--- config.mk ---
export PLATFORM = sky130hd
export DESIGN_NAME = dcache_mem_wr_arb
export DESIGN_NICKNAME = d
export VERILOG_FILES = /design/src/rtl/dcache_mem_wr_arb.sv
export SDC_FILE = /design/constraint.sdc
export NUM_CORES = 2
export LEC_CHECK = 0
export ABC_AREA = 1
export BUFFER_PORTS_ARGS = -buffer_cell sky130_fd_sc_hd__buf_4
export CAP_MARGIN = 10
export CELL_PAD_IN_SITES_DETAIL_PLACEMENT = 2
export CELL_PAD_IN_SITES_GLOBAL_PLACEMENT = 2
export CORE_AREA = 10 10 721 723
export DETAILED_ROUTE_END_ITERATION = 8
export DIE_AREA = 0 0 731 733
export HOLD_SLACK_MARGIN = 0.05
export PLACE_DENSITY_LB_ADDON = 0.2
export SYNTH_ARGS = -nofsm -noshare
export SYNTH_HDL_FRONTEND = slang
export SYNTH_SLANG_ARGS = --single-unit
--- constraint.sdc ---
create_clock -name clk -period 6.7 [get_ports clk]
set_input_delay 1.675 -clock clk [delete_from_list [all_inputs] [get_ports clk]]
set_output_delay 1.675 -clock clk [all_outputs]
set_load 0.02 [all_outputs]
--- src/rtl/dcache_mem_wr_arb.sv ---
// Write-channel arbiter: shares the memory AW/W/B port round-robin between cache fill
// writes (port 0) and write-hit updates (port 1), routing each B back in issue order.
module dcache_mem_wr_arb #(
    parameter int ID_W    = 16,
    parameter int ADDR_W  = 64,
    parameter int DATA_W  = 512,
    parameter int MAX_OUT = 4
) (
    input  logic              clk,
    input  logic              rst,
    input  logic [ID_W-1:0]   s0_id_i,
    input  logic [ADDR_W-1:0] s0_addr_i,
    input  logic [DATA_W-1:0] s0_data_i,
    input  logic              s0_valid_i,
    output logic              s0_ready_o,
    output logic [ID_W-1:0]   s0_bid_o,
    output logic              s0_bvalid_o,
    input  logic              s0_bready_i,
    input  logic [ID_W-1:0]   s1_id_i,
    input  logic [ADDR_W-1:0] s1_addr_i,
    input  logic [DATA_W-1:0] s1_data_i,
    input  logic              s1_valid_i,
    output logic              s1_ready_o,
    output logic [ID_W-1:0]   s1_bid_o,
    output logic              s1_bvalid_o,
    input  logic              s1_bready_i,
    output logic [ID_W-1:0]   m_awid_o,
    output logic [ADDR_W-1:0] m_awaddr_o,
    output logic              m_awvalid_o,
    input  logic              m_awready_i,
    output logic [ID_W-1:0]   m_wid_o,
    output logic [DATA_W-1:0] m_wdata_o,
    output logic              m_wvalid_o,
    input  logic              m_wready_i,
    input  logic [ID_W-1:0]   m_bid_i,
    input  logic              m_bvalid_i,
    output logic              m_bready_o,
    output logic              unexp_b_o
);
    localparam int PTR_W = (MAX_OUT > 1) ? $clog2(MAX_OUT) : 1;
    localparam int CNT_W = PTR_W + 1;
    localparam logic [CNT_W-1:0] MAX_CNT = CNT_W'(MAX_OUT);

    typedef enum logic [0:0] {IDLE = 1'b0, ISSUE = 1'b1} state_e;

    state_e             state_q;
    logic               rr_ptr_q;
    logic [CNT_W-1:0]   out_cnt_q, out_cnt_d;
    logic [MAX_OUT-1:0] fifo_q;
    logic [PTR_W-1:0]   wr_ptr_q, rd_ptr_q;
    logic               awvalid_q, wvalid_q, unexp_q;
    logic [ID_W-1:0]    id_q;
    logic [ADDR_W-1:0]  addr_q;
    logic [DATA_W-1:0]  data_q;

    logic can_grant_s, gnt0_s, gnt1_s, gnt_s;
    logic fifo_empty_s, head_s, b_hs_s, aw_done_s, w_done_s;

    // Grant decision, B routing by FIFO head and next outstanding count
    always_comb begin
        can_grant_s  = (state_q == IDLE) && (out_cnt_q < MAX_CNT);
        gnt0_s       = can_grant_s && s0_valid_i && (!s1_valid_i || (rr_ptr_q == 1'b0));
        gnt1_s       = can_grant_s && s1_valid_i && (!s0_valid_i || (rr_ptr_q == 1'b1));
        gnt_s        = gnt0_s || gnt1_s;
        fifo_empty_s = (out_cnt_q == {CNT_W{1'b0}});
        head_s       = fifo_q[rd_ptr_q];
        s0_bvalid_o  = 1'b0;
        s1_bvalid_o  = 1'b0;
        s0_bid_o     = {ID_W{1'b0}};
        s1_bid_o     = {ID_W{1'b0}};
        m_bready_o   = 1'b1;
        if (fifo_empty_s) begin
            m_bready_o = 1'b1;
        end else if (head_s) begin
            s1_bvalid_o = m_bvalid_i;
            s1_bid_o    = m_bid_i;
            m_bready_o  = s1_bready_i;
        end else begin
            s0_bvalid_o = m_bvalid_i;
            s0_bid_o    = m_bid_i;
            m_bready_o  = s0_bready_i;
        end
        b_hs_s    = m_bvalid_i && m_bready_o && !fifo_empty_s;
        out_cnt_d = out_cnt_q + {{(CNT_W-1){1'b0}}, gnt_s} - {{(CNT_W-1){1'b0}}, b_hs_s};
        aw_done_s = !awvalid_q || m_awready_i;
        w_done_s  = !wvalid_q || m_wready_i;
    end

    assign s0_ready_o  = gnt0_s;
    assign s1_ready_o  = gnt1_s;
    assign m_awid_o    = id_q;
    assign m_awaddr_o  = addr_q;
    assign m_awvalid_o = awvalid_q;
    assign m_wid_o     = id_q;
    assign m_wdata_o   = data_q;
    assign m_wvalid_o  = wvalid_q;
    assign unexp_b_o   = unexp_q;

    // Arbiter FSM with latched bundle, owner-order FIFO and sticky unexpected-B flag
    always_ff @(posedge clk) begin
        if (rst) begin
            state_q   <= IDLE;
            rr_ptr_q  <= 1'b0;
            out_cnt_q <= {CNT_W{1'b0}};
            fifo_q    <= {MAX_OUT{1'b0}};
            wr_ptr_q  <= {PTR_W{1'b0}};
            rd_ptr_q  <= {PTR_W{1'b0}};
            awvalid_q <= 1'b0;
            wvalid_q  <= 1'b0;
            unexp_q   <= 1'b0;
            id_q      <= {ID_W{1'b0}};
            addr_q    <= {ADDR_W{1'b0}};
            data_q    <= {DATA_W{1'b0}};
        end else begin
            out_cnt_q <= out_cnt_d;
            if (b_hs_s) begin
                rd_ptr_q <= rd_ptr_q + PTR_W'(1);
            end
            if (fifo_empty_s && m_bvalid_i) begin
                unexp_q <= 1'b1;
            end
            case (state_q)
                IDLE: begin
                    if (gnt_s) begin
                        id_q             <= gnt1_s ? s1_id_i : s0_id_i;
                        addr_q           <= gnt1_s ? s1_addr_i : s0_addr_i;
                        data_q           <= gnt1_s ? s1_data_i : s0_data_i;
                        fifo_q[wr_ptr_q] <= gnt1_s;
                        wr_ptr_q         <= wr_ptr_q + PTR_W'(1);
                        rr_ptr_q         <= ~gnt1_s;
                        awvalid_q        <= 1'b1;
                        wvalid_q         <= 1'b1;
                        state_q          <= ISSUE;
                    end
                end
                ISSUE: begin
                    if (m_awready_i) begin
                        awvalid_q <= 1'b0;
                    end
                    if (m_wready_i) begin
                        wvalid_q <= 1'b0;
                    end
                    if (aw_done_s && w_done_s) begin
                        state_q <= IDLE;
                    end
                end
                default: state_q <= IDLE;
            endcase
        end
    end
endmodule
==> impl_metrics.py <==
metrics = {
    "outcome": {
        "outcome": "finished, final reports clean",
    },
    "detailed_routing": {
        "route.vias.total": 35425,
        "total_iterations_of_the_first_detailed_routing_run": 5,
        "drtAntennaViolNets": 0,
        "routed_wl_um": 387000,
        "viasPerCell": 2.95,
        "drt_iter0_markers": 1833,
        "route.detailed.drc": 0,
        "drt-wirelength-per-cell_um": 32.2,
    },
    "min_path": {
        "hold_path.class": "register to register",
    },
    "clock_network": {
        "cts_hold_buffers": 0,
        "cts_htree_levels": 3,
        "clkLatencyLatePin_ns": 0.84,
        "cts_setup_buffers": 0,
        "clk_pin_slew_ns": 0.06,
        "cts_buffer_count": 104,
        "cts_tree": "built",
        "clock_sink_count": 608,
        "clock-root-buffer": "clkbuf_16",
        "cts.path.max_buffers": 4,
        "cts_repair_resize_count": 0,
    },
    "setup_path": {
        "worst_setup_path_start_kind": "register",
        "critical_path_top_delay_cell": "clkinv_1",
        "timing.critical_path.required_ns": 5.03,
        "crit_arrival_ns": 3.13,
        "critPathMaxFanout": 19,
        "critical-path-max-stage-delay_ns": 0.68,
        "criticalPathCategory": "register to output port",
        "setup.worst_path.end_class": "output port",
        "path_cells": "inv_1 -> nand2_1 -> nand3_1 -> nand2_1 -> buf_4 -> clkinv_1 -> nor3_1 -> buf_4",
    },
    "power": {
        "vdd_ir_drop_max_v": 0.000169,
        "net_switching_power_figure_mw": 9.16,
        "power_density_nw_per_um2": 398,
        "share_comb_of_total_power_pct": 44.4,
        "clock_power_share_pct": 28.8,
        "cellLeakagePower_nw": 20.7,
        "pwr-share-seq_pct": 26.8,
        "cell_internal_pwr_mw": 11.0,
        "power.share.switching_pct": 45.5,
    },
    "floorplanning": {
        "design.die.area_sq_um": 536000,
        "die_width_um": 731,
        "die-height_um": 733,
        "floorplan.initialDensity_pct": 5.08,
        "core_region_area_sq_um": 505000,
        "floorplan.io_pins": 1857,
        "num_rows": 261,
    },
    "global_route": {
        "grt_max_degree": 185,
        "grtUsageTotal_pct": 13.7,
        "globalRoute.totalOverflow": 0,
        "grt_pass1_wl_um": 472000,
        "grt_pass1_vias": 37666,
        "antenna_found_initial": 345,
    },
    "sta": {
        "timing.max_slew.rel_slack_pct": 26.1,
        "grt_setup_unrepaired": "false",
        "period_share_pct": 71.7,
        "hold_viol": 0,
        "fin_skew_ns": 0.0608,
        "whs_ns": 0.469,
        "count_of_final_max_slew_check_failures": 0,
        "setup-tns-final_ns": 0,
        "period_minus_slack_ns": 4.81,
        "clock.fmax_ghz": 0.208,
        "count_of_final_setup_violators": 0,
        "transition_time_at_the_pin_with_the_least_slew_margin_ns": 1.11,
    },
    "synthesis": {
        "syn_inst": 3473,
        "synth.ff_latch_count": 608,
        "yosys_warnings": 0,
        "synthesized_area_per_cell_sq_um": 7.37,
        "sequential_fraction_of_the_synthesis_area_pct": 47.5,
        "netlist_area_sq_um": 25600,
        "post_synth_num_cell_types": 21,
        "syn_nets": 4689,
    },
    "placed_design": {
        "port_buffers": 1856,
        "post-dp-hpwl_um": 335000,
        "gp_congestion": 0.838,
    },
    "finish": {
        "num-nets-final": 6352,
        "layout-drive-gt1-share_pct": 39.8,
        "filler_cell_count": 59840,
        "synthesis_to_layout_area_growth_pct": 97.4,
    },
    "job": {
        "maxCapViolations": 0,
    },
}
state kept, by name, summed over array words and instances (netlist names):
signal,count
m_wvalid_o,1
unexp_b_o,1
state_q,1
m_awvalid_o,1
m_wdata_o,512
m_awid_o,16
wr_ptr_q,2
m_awaddr_o,64
rd_ptr_q,2
out_cnt_q,3
rr_ptr_q,1
fifo_q,4
cell usage after synthesis:
library cell  instances  area, sq um
dfxtp_1             608        12200
fa_1                  1         20.0
nand3_1               6         30.0
inv_2                 1         3.75
o22ai_1               1         6.26
clkbuf_1            174          653
a31oi_1             592         3700
nor2_1                9         33.8
clkinv_1              2         7.51
buf_1                 3         11.3
xor2_1                1         8.76
a21oi_1              12         60.1
nand2_1            1216         4560
nor3_1               32          160
buf_2               145          726
nand2_4               1         11.3
ha_1                  6         75.1
o21ai_0             597         2990
inv_1                36          135
buf_6                 3         33.8
buf_4                27          203
final cells by class:
type / instances / area [sq um] / share of cell area [%]
tap: 6706 / 8390 / 16.6
sequential: 608 / 12200 / 24.1
inverter: 39 / 161 / 0.319
clock buffer: 149 / 3040 / 6.02
antenna: 79 / 198 / 0.391
timing repair buffer: 1909 / 14500 / 28.6
multi-input combinational: 2474 / 11700 / 23.1
clock inverter: 32 / 434 / 0.859
layout by cell type, fill, tap and decap left out, types with 2 or more instances in the layout:
cell type   count
clkinv_2       15
a31oi_1       592
clkbuf_1       18
ha_1            6
nor3_1         32
inv_8           2
clkinvlp_4      3
clkinv_8        3
o21ai_0       597
nand2_1      1216
buf_12         10
diode_2        79
a21oi_1        12
nand3_1         5
nor2_1          9
buf_4        1899
dfxtp_1       608
clkbuf_8       27
clkbuf_16     104
bufinv_16       9
inv_1          36
power groups by stage:
stage / Combinational, mW / Sequential, mW / Clock (mW)
final: 8.94 / 5.39 / 5.80
after global routing: 9.62 / 5.53 / 6.18
after CTS: 9.25 / 5.41 / 6.12
after detailed placement: 9.23 / 5.46 / 0
after global placement: 9.16 / 5.43 / 0
after floorplan: 2.88 / 6.53 / 0
worst paths after layout:
check	from	endpoint	slack [ns]	depth (start not counted)
setup / recovery	rd_ptr_q[0]$_SDFFE_PP0P_	s0_bid_o[3]	1.89	8
hold / removal	fifo_q[0]$_SDFFE_PP0P_	fifo_q[0]$_SDFFE_PP0P_	0.47	2
setup reg to reg	state_q$_SDFF_PP0_	m_wdata_o[262]$_SDFFE_PP0P_	2.92	7
hold reg to reg	fifo_q[0]$_SDFFE_PP0P_	fifo_q[0]$_SDFFE_PP0P_	0.47	2
cells by family (layout without fill, tap and decap cells):
kind of cell    after synthesis  in the layout  synth area share (%)
buf+inv                     391           2129                  6.92
xor+xnor                      1              1                0.0342
flops                       608            608                  47.5
simple gates               1264           1264                  18.7
other cells                   0             79                     0
fa+ha+maj                     7              7                 0.371
compound gates             1202           1202                  26.4
routing by layer:
layer	up-vias	track usage (%)	share of wire, %
met2	1791	21.3	43
met5	-	0	0.45
met1	17341	16.5	41
met3	562	7.69	13
met4	272	2.66	2.1
li1	15459	-	-
stage by stage:
| stage | worst slack [ns] | area [sq um] | cells | total power [mW] | utilization (%) |
|---|---|---|---|---|---|
| 2_1_floorplan | 2.69 | 25600 | 3473 | 9.41 | - |
| 5_1_grt | 1.61 | 50400 | 11926 | 21.3 | 9.98 |
| 4_1_cts | 1.70 | 50300 | 11917 | 20.8 | 9.98 |
| 6_report | 1.89 | 50500 | 11996 | 20.1 | 10.0 |
| 3_5_place_dp | 1.86 | 46900 | 11736 | 14.7 | 9.29 |
| 3_3_place_gp | 1.89 | 46900 | 11736 | 14.6 | 9.29 |
critical path: cells and delay by family (launching register included):
kind / cells / cell delay, ns
buf+inv: 4 / 1.26
flops: 1 / 0.34
simple gates: 4 / 0.67
(Power assumes the default switching activity.)
